<file path="src/rtl/hdr_pkg.sv">
// Shared definitions for the event header write and read-back paths:
// header region placement, burst length, completion error bits and word packing.
package hdr_pkg;

  localparam logic [18:0] HDR_BASE_ADDR = 19'h03F00;
  localparam int          HDR_NUM_BEATS = 32;

  localparam int ERR_SLV   = 0;
  localparam int ERR_DEC   = 1;
  localparam int ERR_SHORT = 2;
  localparam int ERR_LONG  = 3;

  localparam logic [1:0] RESP_SLVERR = 2'b10;
  localparam logic [1:0] RESP_DECERR = 2'b11;

  typedef enum logic [1:0] {
    ST_IDLE,
    ST_ADDR,
    ST_DATA,
    ST_CMPL
  } hdr_state_e;

  function automatic logic [23:0] pack_cmpl(input logic [12:0] idx, input logic [3:0] err);
    return {3'b000, idx, 4'b0000, err};
  endfunction

endpackage

</file>
<file path="src/rtl/hdr_readout.sv">
// Header read-back: one AXI4 INCR burst per event index, streamed out unbuffered
// as a single AXI4-Stream frame, followed by a {index, error} completion word.
module hdr_readout
  import hdr_pkg::*;
#(
  parameter logic [18:0] BASE_ADDR = HDR_BASE_ADDR,
  parameter int          NUM_BEATS = HDR_NUM_BEATS
) (
  input  logic        aclk,
  input  logic        aresetn,

  input  logic [15:0] s_req_tdata,
  input  logic        s_req_tvalid,
  output logic        s_req_tready,

  output logic [31:0] m_axi_araddr,
  output logic [7:0]  m_axi_arlen,
  output logic [2:0]  m_axi_arsize,
  output logic [1:0]  m_axi_arburst,
  output logic        m_axi_arvalid,
  input  logic        m_axi_arready,
  input  logic [63:0] m_axi_rdata,
  input  logic [1:0]  m_axi_rresp,
  input  logic        m_axi_rlast,
  input  logic        m_axi_rvalid,
  output logic        m_axi_rready,

  output logic [63:0] m_hdr_tdata,
  output logic        m_hdr_tvalid,
  input  logic        m_hdr_tready,
  output logic        m_hdr_tlast,

  output logic [23:0] m_cmpl_tdata,
  output logic        m_cmpl_tvalid,
  input  logic        m_cmpl_tready
);

  localparam logic [7:0] LAST_CNT = 8'(NUM_BEATS - 1);

  hdr_state_e  state_q;
  logic [12:0] idx_q;
  logic [3:0]  err_q;
  logic [7:0]  cnt_q;
  logic        ovr_q;
  logic        req_ready_q;
  logic        arvalid_q;
  logic        cmpl_valid_q;

  logic in_data;
  logic r_hs;
  logic unused_req_bits;

  assign unused_req_bits = ^s_req_tdata[15:13];

  assign in_data = (state_q == ST_DATA);
  assign r_hs    = m_axi_rvalid && m_axi_rready;

  assign s_req_tready  = req_ready_q;

  assign m_axi_araddr  = {idx_q, BASE_ADDR};
  assign m_axi_arlen   = LAST_CNT;
  assign m_axi_arsize  = 3'b011;
  assign m_axi_arburst = 2'b01;
  assign m_axi_arvalid = arvalid_q;

  // Pass-through data path; once an over-long burst is detected the frame is
  // already closed, so remaining beats are accepted and dropped.
  assign m_axi_rready  = in_data && (m_hdr_tready || ovr_q);
  assign m_hdr_tdata   = m_axi_rdata;
  assign m_hdr_tvalid  = in_data && m_axi_rvalid && !ovr_q;
  assign m_hdr_tlast   = !ovr_q && (m_axi_rlast || (cnt_q == LAST_CNT));

  assign m_cmpl_tdata  = pack_cmpl(idx_q, err_q);
  assign m_cmpl_tvalid = cmpl_valid_q;

  // NOTE: all state below updates with non-blocking assignments so every
  // register samples the pre-edge values of the others.
  always_ff @(posedge aclk or negedge aresetn) begin
    if (!aresetn) begin
      state_q      <= ST_IDLE;
      idx_q        <= '0;
      err_q        <= '0;
      cnt_q        <= '0;
      ovr_q        <= 1'b0;
      req_ready_q  <= 1'b0;
      arvalid_q    <= 1'b0;
      cmpl_valid_q <= 1'b0;
    end else begin
      case (state_q)
        ST_IDLE: begin
          if (req_ready_q && s_req_tvalid) begin
            idx_q       <= s_req_tdata[12:0];
            err_q       <= '0;
            cnt_q       <= '0;
            ovr_q       <= 1'b0;
            req_ready_q <= 1'b0;
            arvalid_q   <= 1'b1;
            state_q     <= ST_ADDR;
          end else begin
            req_ready_q <= 1'b1;
          end
        end

        ST_ADDR: begin
          if (m_axi_arready) begin
            arvalid_q <= 1'b0;
            state_q   <= ST_DATA;
          end
        end

        ST_DATA: begin
          if (r_hs) begin
            cnt_q <= cnt_q + 8'd1;
            if (m_axi_rresp == RESP_SLVERR) err_q[ERR_SLV] <= 1'b1;
            if (m_axi_rresp == RESP_DECERR) err_q[ERR_DEC] <= 1'b1;
            // Length checks only apply while the frame is still open.
            if (!ovr_q && m_axi_rlast && (cnt_q < LAST_CNT)) err_q[ERR_SHORT] <= 1'b1;
            if (!ovr_q && !m_axi_rlast && (cnt_q == LAST_CNT)) begin
              err_q[ERR_LONG] <= 1'b1;
              ovr_q           <= 1'b1;
            end
            if (m_axi_rlast) begin
              cmpl_valid_q <= 1'b1;
              state_q      <= ST_CMPL;
            end
          end
        end

        ST_CMPL: begin
          if (m_cmpl_tready) begin
            cmpl_valid_q <= 1'b0;
            req_ready_q  <= 1'b1;
            state_q      <= ST_IDLE;
          end
        end

        default: state_q <= ST_IDLE;
      endcase
    end
  end

endmodule

</file>
<file path="config.mk">
export PLATFORM = sky130hd
export DESIGN_NAME = hdr_readout
export DESIGN_NICKNAME = d
export VERILOG_FILES = /design/src/rtl/hdr_pkg.sv /design/src/rtl/hdr_readout.sv
export SDC_FILE = /design/constraint.sdc
export NUM_CORES = 1
export LEC_CHECK = 0
export ABC_AREA = 1
export CELL_PAD_IN_SITES_DETAIL_PLACEMENT = 1
export CELL_PAD_IN_SITES_GLOBAL_PLACEMENT = 1
export CORE_ASPECT_RATIO = 0.9
export CORE_MARGIN = 4
export CORE_UTILIZATION = 21
export CTS_BUF_LIST = sky130_fd_sc_hd__clkbuf_4
export DETAILED_ROUTE_END_ITERATION = 10
export GPL_TIMING_DRIVEN = 0
export PLACE_DENSITY = 0.87
export SLEW_MARGIN = 20
export SYNTH_ARGS = -nofsm -noshare
export SYNTH_HDL_FRONTEND = slang
export SYNTH_SLANG_ARGS = --single-unit
export TNS_END_PERCENT = 1
</file>
<file path="constraint.sdc">
create_clock -name aclk -period 1.89 [get_ports aclk]
set_input_delay 0.2835 -clock aclk [delete_from_list [all_inputs] [get_ports aclk]]
set_output_delay 0.2835 -clock aclk [all_outputs]
set_load 0.02 [all_outputs]
</file>
# Word level (Yosys, flattened, before mapping)
# Cells that the tools add are included.
# word_totals
register_bits	31
memories	0
latch_bits	0
output_inout_bits	139
romBits	0
ram_bits	0
# classes
n_mux	29
n_reduce_logical	29
add_sub_neg	1
div	0
mul	0
order_cmp	1
eq_ne	15
n_bitwise	0
shift	0
# ops
operator	n
$reduce_and 4->1	5
$mux 8	2
$pmux 8 s2	1
$mux 1	13
$logic_and 1x1->1	10
$mux 2	5
$ne 2x1->1 const B	5
$add 8x1->8 const B	1
$eq 2x2->1 const B	4
$eq 8x5->1 const B	1
$lt 8x5->1 const B	1
$mux 4	2
$ne 2x2->1 const B	4
$pmux 1 s2	4
$pmux 2 s4	1
$pmux 4 s2	1
$reduce_bool 2->1	4
$reduce_and 3->1	2
$reduce_and 5->1	1
$reduce_and 2->1	2
$eq 2x1->1 const B	1
$logic_not 1->1	2
$logic_not 2->1	1
$logic_or 1x1->1	2

# Depth between registers and ports, before layout
# Gate-level depths: netlist of run 1.
# depth
word_depth	6
depth_mapped	11
mapped_depth_nobuf	10

# Worst setup path after synthesis of run 1
# No wires, ideal clock.
# synth_timing
kind	register to register
start	reg state_q[0]
end	reg cnt_q[3]
path_slack_ns	0.414
path_stages_with_launch	12
n_path_buf	2
setup_time_ns	0.074
period_less_slack_ns	1.476
arrival_time_ns	1.402
cell_sequence	dfrtp_1 inv_1 ha_1 buf_6 nor2_2 inv_2 nand2_2 inv_2 nand2_4 buf_6 nand2_1 o21ai_2
# synth_between
elab_chain_cells	5
# synth_lines
item	line	source
from (decl)	hdr_readout.sv:40	hdr_state_e state_q;
from (signal assigned)	hdr_readout.sv:80	state_q <= ST_IDLE;
from (signal assigned)	hdr_readout.sv:98	state_q <= ST_ADDR;
from (signal assigned)	hdr_readout.sv:107	state_q <= ST_DATA;
$eq 2x2->1 *	hdr_readout.sv:55	assign in_data = (state_q == ST_DATA);
via in_data	hdr_readout.sv:49	logic in_data;
$logic_and 1x1->1	hdr_readout.sv:68	assign m_axi_rready = in_data && (m_hdr_tready || ovr_q);
$logic_and 1x1->1	hdr_readout.sv:56	assign r_hs = m_axi_rvalid && m_axi_rready;
$ne 2x1->1 (no source line)	-	
$reduce_and 3->1 (no source line)	-	
to (signal assigned)	hdr_readout.sv:113	cnt_q <= cnt_q + 8'd1;
to (decl)	hdr_readout.sv:43	logic [7:0] cnt_q;
# The timed path passes the listed nets; every way through them passes the cells marked *.
# A chain may end at the register's enable or synchronous reset.

# Final worst setup path of run 1
# layout_timing
start	reg state_q[0]
end	out m_axi_rready
# layout_between
elab_chain_cells	2
# layout_lines
item	line	source
$eq 2x2->1	hdr_readout.sv:55	
via in_data	hdr_readout.sv:49	
$logic_and 1x1->1	hdr_readout.sv:68	
to (decl)	hdr_readout.sv:26	output logic m_axi_rready,
# The timed path passes the listed nets, and every way through them passes these cells.

==> results of run 1 <==
-- power by group --
| group | internal [mW] | switching, mW |
|---|---|---|
| registers | 0.886 | 0.211 |
| logic | 1.47 | 1.56 |
| clock network | 0.154 | 0.235 |
| total | 2.51 | 2.01 |
-- cell families after synthesis --
group                    Yosys count  share of synthesized area [%]
adder cells (fa/ha/maj)            5                           2.53
AO/OA/AOI/OAI                     22                           5.77
XOR/XNOR                           1                          0.354
flip-flops                        30                           30.4
AND/OR/NAND/NOR                   82                           14.5
other                              2                          0.304
multiplexers                      13                           5.92
buffers and inverters            143                           40.3
-- worst min-delay path by stage --
| stage | startpoint | endpoint | slack, ns |
|---|---|---|---|
| final | m_axi_arvalid | m_axi_arvalid | 0.52 |
| after global routing | s_req_tdata[0] | idx_q[0] | 0.54 |
| after CTS | s_req_tdata[3] | idx_q[3] | 0.52 |
| after detailed placement | aresetn | m_cmpl_tvalid | 0.38 |
| after global placement | err_q[0] | err_q[0] | 0.48 |
| after floorplan | aresetn | cnt_q[0] | -0.01 |
-- registers in the layout (all words and copies together) (netlist names) --
signal,count
idx_q,13
cnt_q,8
err_q,4
state_q,2
m_axi_arvalid,1
m_cmpl_tvalid,1
s_req_tready,1
-- placed cells by master (no fill, tap or decap), types with 5 or more instances in the layout --
cell and n:
conb_1 39, a21oi_1 5, nor2_1 16, nand2_1 43, inv_2 5, inv_1 16, mux2_1 13, clkdlybuf4s50_1 118
dfrtp_1 27, clkbuf_4 6, o21ai_2 6, nand3_1 13, o21ai_1 5, buf_4 121
-- final cells by class --
class	count	area, sq um
Clock buffer	6	45.0
Inverter	22	86.3
Multi-Input combinational cell	162	902
Clock inverter	2	8.76
Timing Repair Buffer	125	1230
Tap cell	156	195
Sequential cell	30	754
Fill cell	1427	7340
Buffer	121	913
-- critical path, cell delays in order, from the launching register on --
cell and delay [ns]:
dfrtp_1 0.44, inv_2 0.10, ha_4 0.12, buf_6 0.12, clkinvlp_4 0.14, a21oi_2 0.14, buf_6 0.13
-- layer usage --
layer	routed length, um	part of all wire, %	vias up	GRT usage, %
li1	-	-	1110	-
met2	4180	53	122	20.5
met4	94	1.2	0	3.13
met5	0	0	-	0
met3	835	11	7	3.67
met1	2760	35	1086	11.5
-- repair_timing --
item	in CTS	in global routing
hold buffers	1	0
pin swaps	0	1
hold endpoints to repair	7	0
resized for setup	17	11
setup endpoints to repair	3	4
setup buffers	0	2
-- stage by stage --
stage                     hold WS (ns)  power, mW  setup slack [ns]  cell area (sq um)
after floorplan                -0.0121       2.87             0.414               2610
after global placement           0.480       3.97            -0.126               4030
after detailed placement         0.378       4.09            -0.183               4020
after CTS                        0.519       4.50           0.00527               4090
after global routing             0.538       4.85           -0.0378               4140
final                            0.522       4.51            0.0658               4140
==> flow_metrics.env, run 1 <==
export IMPL_routed_wl_mm=7.86
export IMPL_grt_overflow=0
export IMPL_grtUsageTotal_pct=11.0
export IMPL_syn_inst=298
export IMPL_dr_pass1_iters=6
export IMPL_synth_area_leaders="buf_4, dfrtp_1, nand2_1"
export IMPL_finish_net_count=562
export IMPL_grt_max_degree=31
export IMPL_wl_per_cell_um=12.6
export IMPL_port_buffers=122
export IMPL_first_global_vias=2583
export IMPL_start_kind="register"
export IMPL_die_w_um=122
export IMPL_synth_edff_count=0
export IMPL_crit_end="m_axi_rready"
export IMPL_period_share_pct=96.5
export IMPL_drc_errors=0
export IMPL_clk_path_buf_depth=2
export IMPL_ys_flop_type="dfrtp_1"
export IMPL_synthArstFlopShare_pct=100
export IMPL_whs_path_depth=2
export IMPL_synth_seq_cells=30
export IMPL_tritoncts="yes"
export IMPL_power_density_nw_per_um2=1090
export IMPL_clk_pin_slew_worst_paths_ns=0.10
export IMPL_fmax_mhz=548
export IMPL_yosysMostFrequentCell="buf_4"
export IMPL_synth_top_area_share_pct=35.8
export IMPL_ys_seq_area_share_pct=30.4
export IMPL_finalNonFillerCells=624
export IMPL_critPathKind="reg -> out"
export IMPL_hold_violations=0
export IMPL_area_growth_pct=67.5
export IMPL_worst_pin_slew_ns=0.738
export IMPL_drive_above_1_share_pct=34.6
export IMPL_post_route_util_pct=36.1
export IMPL_outcome="finished clean"
export IMPL_antenna_cells_inserted=0
export IMPL_rows=37
export IMPL_end_kind="output port"
export IMPL_synth_avg_cell_area_sq_um=8.30
export IMPL_synth_common_cells="buf_4, nand2_1, dfrtp_1"
export IMPL_cts_sinks=30
export IMPL_io_pins=229
export IMPL_cp_max_fo=7
export IMPL_drtIter0Drc=42
export IMPL_place_gp_congestion=0.769
export IMPL_maxCapViolations=0
export IMPL_yosys_warnings=0
export IMPL_finalSetupTns_ns=0
export IMPL_hp_class="reg -> reg"
export IMPL_grt_pass1_wl_mm=12.4
export IMPL_r2r_slack_ns=0.13
export IMPL_slew_viol_final=0
export IMPL_cts_htree_levels=2
export IMPL_cp_arrival_ns=1.54
export IMPL_critPathRequiredTime_ns=1.61
export IMPL_rsz0062_at_grt="true"
export IMPL_synth_area_leader_cell="buf_4"
export IMPL_via_per_inst=3.73
export IMPL_setup_viol=0
export IMPL_tritoncts_num_buffers=5
export IMPL_skew_ns=0.0113
export IMPL_synth_cell_types=27
export IMPL_num_vias=2325
export IMPL_rr_endpoint="cnt_q[3]"
export IMPL_crit_start="state_q[0]"
export IMPL_die_h_um=111
export IMPL_insertion_delay_ns=0.34
export IMPL_dp_cells=613
export IMPL_ir_drop_mv=0.273
export IMPL_layout_min_cycle_time_ns=1.82
export IMPL_floorplan_initialDensity_pct=21.5
export IMPL_relSlewSlack_pct=50.8
export IMPL_die_area_sq_um=13600
export IMPL_ctsRootBufferMaster="clkbuf_4"
export IMPL_synth_area_sq_um=2470
export IMPL_power_leakage_nw=1.99
export IMPL_drtAntennaViolNets=0
export IMPL_antenna_found_initial=0
export IMPL_reg2regPathDepth=12
export IMPL_hpwl_mm=6.75
export IMPL_timing_rr_start="state_q[0]"
export IMPL_core_area_sq_um=11500
Power figures use the tool's default switching activity.
==> run 2, diff against run 1 <==
- SETUP_SLACK_MARGIN: unset -> 0.5
==> run 2 against run 1 <==
  * Critical path depth grew 5
  * Via count is 2.3% higher
  * Power increased by 6.7%
  * Non-clock buffer count grew 11
  * Sequential power about the same
  * Register-to-register slack gained 0.05 ns
  * Worst setup slack improved by 0.12 ns
  * Design area is 3.7% higher
  * Clock skew up 0.00092 ns
  * Flip-flop and latch count stayed put
  * Critical path type is now reg -> reg
  * Largest power group unchanged
==> flow_metrics.env, run 2 (synthesized netlist as in run 1, its figures left out) <==
export IMPL_finalNonFillerCells=635
export IMPL_rsz0062_at_grt="true"
export IMPL_place_gp_congestion=0.745
export IMPL_layout_min_cycle_time_ns=1.71
export IMPL_skew_ns=0.0122
export IMPL_dp_cells=613
export IMPL_wl_per_cell_um=12.7
export IMPL_io_pins=229
export IMPL_drc_errors=0
export IMPL_rows=37
export IMPL_top_register="idx_q"
export IMPL_cp_slowest_cell="dfrtp_1"
export IMPL_insertion_delay_ns=0.34
export IMPL_ctsRootBufferMaster="clkbuf_4"
export IMPL_cts_sinks=30
export IMPL_hpwl_mm=6.75
export IMPL_worst_pin_slew_ns=0.705
export IMPL_cts_htree_levels=2
export IMPL_setup_viol=0
export IMPL_critPathKind="reg -> reg"
export IMPL_hp_class="in -> async"
export IMPL_tritoncts_num_buffers=5
export IMPL_fillers=1402
export IMPL_die_area_sq_um=13600
export IMPL_period_share_pct=90.4
export IMPL_cp_max_fo=10
export IMPL_area_growth_pct=73.7
export IMPL_hold_violations=0
export IMPL_antenna_cells_inserted=0
export IMPL_end_kind="register"
export IMPL_port_buffers=122
export IMPL_first_global_vias=2583
export IMPL_dp_slack_ns=-0.142
export IMPL_drtIter0Drc=68
export IMPL_start_kind="register"
export IMPL_via_per_inst=3.75
export IMPL_die_h_um=111
export IMPL_relSlewSlack_pct=53.0
export IMPL_finish_net_count=573
export IMPL_antenna_found_initial=0
export IMPL_power_leakage_nw=2.11
export IMPL_core_area_sq_um=11500
export IMPL_dr_pass1_iters=4
export IMPL_cp_arrival_ns=1.98
export IMPL_largest_reg_flops=13
export IMPL_grt_max_degree=31
export IMPL_floorplan_initialDensity_pct=21.5
export IMPL_reg_top3="idx_q x13, cnt_q x8, err_q x4"
export IMPL_timing_final_ws_setup_ns=0.182
export IMPL_tritoncts="yes"
export IMPL_critPathMaxStageDelay_ns=0.45
export IMPL_grtUsageTotal_pct=11.2
export IMPL_die_w_um=122
export IMPL_clk_path_buf_depth=2
export IMPL_outcome="finished clean"
export IMPL_slew_viol_final=0
export IMPL_num_vias=2379
export IMPL_fmax_mhz=585
export IMPL_finalSetupTns_ns=0
export IMPL_hold_worst_slack_ns=0.526
export IMPL_routed_wl_mm=8.08
export IMPL_power_density_nw_per_um2=1120
export IMPL_critPathRequiredTime_ns=2.16
export IMPL_drive_above_1_share_pct=36.3
export IMPL_grt_pass1_wl_mm=12.4
export IMPL_clk_pin_slew_worst_paths_ns=0.11
export IMPL_worstPathCellList="ha_4, buf_8, buf_4, nor2_4, inv_2, nand2_2, inv_2, nand2_4, buf_8, nand2_1, nand2_1"
export IMPL_drtAntennaViolNets=0
export IMPL_layout_commonest_cell="buf_4"
export IMPL_maxCapViolations=0
export IMPL_p_total_mw=4.82
export IMPL_ir_drop_mv=0.291
export IMPL_grt_overflow=0
export IMPL_final_cell_mix="buf_4, clkdlybuf4s50_1, nand2_1"
==> run 2: cell types whose count changed in the layout (fill, tap and decap cells not counted), sizes merged <==
cell,before,now
clkdlybuf4s50,118,105
dlygate4sd2,0,13
buf,127,138
bufinv,0,2
clkbuf,6,5
clkinv,2,1
==> run 2: power by group <==
group          internal (mW)  switching, mW
sequential             0.885          0.193
clock                  0.408          0.249
combinational           1.46           1.62
total                   2.75           2.06
==> run 2: area by class of cell <==
class	instances	area, sq um	area share (%)
Buffer	121	921	21.4
Clock buffer	5	37.5	0.874
Clock inverter	3	63.8	1.49
Inverter	22	86.3	2.01
Multi-Input combinational cell	162	935	21.8
Sequential cell	30	751	17.5
Tap cell	156	195	4.55
Timing Repair Buffer	136	1310	30.4
==> run 2: path summary, 6_finish.rpt <==
path                       cells past startpoint          start            end  slack [ns]
max in group asynchronous                      2        aresetn      idx_q[10]        0.91
max                                           11     state_q[1]       cnt_q[2]        0.18
max reg2reg                                   11     state_q[1]       cnt_q[2]        0.18
min in group aclk                              2  m_axi_arvalid  m_axi_arvalid        0.53
min reg2reg                                    2  m_axi_arvalid  m_axi_arvalid        0.53
min                                            2        aresetn       idx_q[3]        0.53
==> run 2: critical path: cells and delay by family, from the launching register on <==
family                   cells  cell delay, ns
AND/OR/NAND/NOR              5            0.47
buffers and inverters        5            0.53
adder cells (fa/ha/maj)      1            0.19
flip-flops                   1            0.45
==> run 2: per-layer routing <==
metal | GRT usage, % | share of wire [%] | vias up
met1 | 12.6 | 37 | 1097
li1 | - | - | 1138
met3 | 2.35 | 9.0 | 8
met2 | 20.8 | 52 | 136
met5 | 0 | 0 | -
met4 | 3.06 | 1.3 | 0
==> run 2: per-stage QoR <==
step	util, %	area, sq um
finish	37.4	4290
global route	37.4	4290
CTS	36.9	4230
detailed placement	35.3	4050
global placement	35.3	4050
floorplan	-	2640
==> run 2: timing repair <==
| item | CTS | global route |
|---|---|---|
| hold endpoints to repair | 10 | 0 |
| setup buffers | 8 | 5 |
| setup endpoints to repair | 64 | 66 |
| gates resized for setup | 35 | 6 |
| hold buffers | 1 | 0 |
| pin swaps | 1 | 2 |
==> run 3, diff against run 2 <==
- CORE_MARGIN: 4 -> unset
==> run 3 against run 2 <==
  * Utilization down 0.21 points
  * Non-clock buffer count down 1
  * Via count down 0.42%
  * Combinational power up 1%
  * Worst setup slack worse by 0.013 ns
  * Critical endpoint is now cnt_q[3]
==> flow_metrics.env, run 3 (synthesized netlist as in run 1, its figures left out) <==
export IMPL_outcome="finished clean"
export IMPL_power_leakage_nw=2.06
export IMPL_via_per_inst=3.73
export IMPL_dpl_cell_area_sq_um=4050
export IMPL_routed_wl_mm=6.96
export IMPL_place_gp_congestion=0.738
export IMPL_dr_pass1_iters=4
export IMPL_multi_input_area_sq_um=935
export IMPL_core_area_sq_um=11400
export IMPL_maxCapViolations=0
export IMPL_ir_drop_mv=0.336
export IMPL_dp_slack_ns=-0.135
export IMPL_grtUsageTotal_pct=10.6
export IMPL_antenna_found_initial=1
export IMPL_drc_errors=0
export IMPL_slew_viol_final=0
export IMPL_tritoncts_num_buffers=5
export IMPL_final_cell_mix="buf_4, clkdlybuf4s50_1, nand2_1"
export IMPL_period_share_pct=91.0
export IMPL_largest_reg_flops=13
export IMPL_cp_arrival_ns=1.98
export IMPL_skew_ns=0.0153
export IMPL_grt_overflow=0
export IMPL_power_density_nw_per_um2=1080
export IMPL_layout_commonest_cell="buf_4"
export IMPL_start_kind="register"
export IMPL_fin_area_sq_um=4250
export IMPL_cts_sinks=30
export IMPL_cp_max_fo=10
export IMPL_die_h_um=105
export IMPL_drive_above_1_share_pct=36.4
export IMPL_critPathRequiredTime_ns=2.15
export IMPL_fmax_mhz=581
export IMPL_die_w_um=116
export IMPL_cp_common_cell="inv_2"
export IMPL_drtAntennaViolNets=0
export IMPL_finish_net_count=572
export IMPL_first_global_vias=2202
export IMPL_critPathMaxStageDelay_ns=0.46
export IMPL_num_vias=2369
export IMPL_grt_pass1_wl_mm=10.3
export IMPL_layout_min_cycle_time_ns=1.72
export IMPL_seq_area_sq_um=752
export IMPL_top_register="idx_q"
export IMPL_rows=37
export IMPL_post_route_util_pct=37.2
export IMPL_fillers=1384
export IMPL_dp_cells=613
export IMPL_critPathKind="reg -> reg"
export IMPL_floorplan_initialDensity_pct=21.6
export IMPL_insertion_delay_ns=0.34
export IMPL_finalSetupTns_ns=0
export IMPL_reg_top3="idx_q x13, cnt_q x8, err_q x4"
export IMPL_drtIter0Drc=43
export IMPL_grt_max_degree=31
export IMPL_ctsRootBufferMaster="clkbuf_4"
export IMPL_clk_path_buf_depth=2
export IMPL_wl_per_cell_um=11.0
export IMPL_hpwl_mm=5.82
export IMPL_area_growth_pct=72.0
export IMPL_hold_violations=0
export IMPL_clk_pin_slew_worst_paths_ns=0.11
export IMPL_hp_class="in -> async"
export IMPL_p_total_mw=4.58
export IMPL_worstPathCellList="ha_4, buf_8, buf_4, nor2_4, inv_2, nand2_2, inv_2, nand2_4, buf_6, nand2_1, o21ai_2"
export IMPL_finalNonFillerCells=635
export IMPL_cp_slowest_cell="dfrtp_1"
export IMPL_setup_viol=0
export IMPL_worst_pin_slew_ns=0.715
export IMPL_relSlewSlack_pct=52.3
export IMPL_timing_final_ws_setup_ns=0.169
export IMPL_die_area_sq_um=12200
export IMPL_cts_htree_levels=2
export IMPL_port_buffers=122
export IMPL_hold_worst_slack_ns=0.516
export IMPL_tritoncts="yes"
export IMPL_end_kind="register"
export IMPL_io_pins=229
export IMPL_rsz0062_at_grt="true"
==> run 3: worst paths after layout <==
kind / start / end / slack [ns] / cells past startpoint
min in group aclk: err_q[0] / err_q[0] / 0.52 / 2
max in group asynchronous: aresetn / err_q[3] / 0.88 / 2
max reg2reg: state_q[1] / cnt_q[3] / 0.17 / 11
max: state_q[1] / cnt_q[3] / 0.17 / 11
min reg2reg: err_q[0] / err_q[0] / 0.52 / 2
min: aresetn / s_req_tready / 0.52 / 2
==> run 3: what timing repair did <==
| action | in CTS | in global routing |
|---|---|---|
| buffers inserted | 7 | 5 |
| pin swaps | 1 | 3 |
| hold buffers | 1 | 0 |
| endpoints found under the setup margin | 64 | 66 |
| gates resized for setup | 25 | 6 |
| endpoints found under the hold margin | 9 | 0 |
==> run 3: critical path: cells and delay by family, from the launching register on <==
family | cells | cell delay, ns
AO/OA/AOI/OAI | 1 | 0.06
buffers and inverters | 5 | 0.54
flip-flops | 1 | 0.46
adder cells (fa/ha/maj) | 1 | 0.19
AND/OR/NAND/NOR | 4 | 0.38
==> run 3: where the power goes <==
group | switching, mW | internal [mW]
registers | 0.191 | 0.885
clock network | 0.241 | 0.138
logic | 1.57 | 1.56
total | 2.00 | 2.58
==> run 3: metal layers <==
metal  up-vias  track usage [%]  part of all wire (%)
met5         -                0                     0
met4         0             4.12                   1.5
met3         6             3.02                    11
met2       129             19.7                    50
met1      1097             11.1                    37
li1       1137                -                     -
==> run 3: final cells by class <==
| class | instances | share of cell area (%) |
|---|---|---|
| diodes | 1 | 0.0588 |
| clock inverters | 3 | 0.382 |
| inverters | 22 | 2.03 |
| clock buffers | 5 | 0.883 |
| multi-input cells | 162 | 22.0 |
| repair buffers | 135 | 30.8 |
| well taps | 156 | 4.59 |
| flip-flops and latches | 30 | 17.7 |
| plain buffers | 121 | 21.6 |
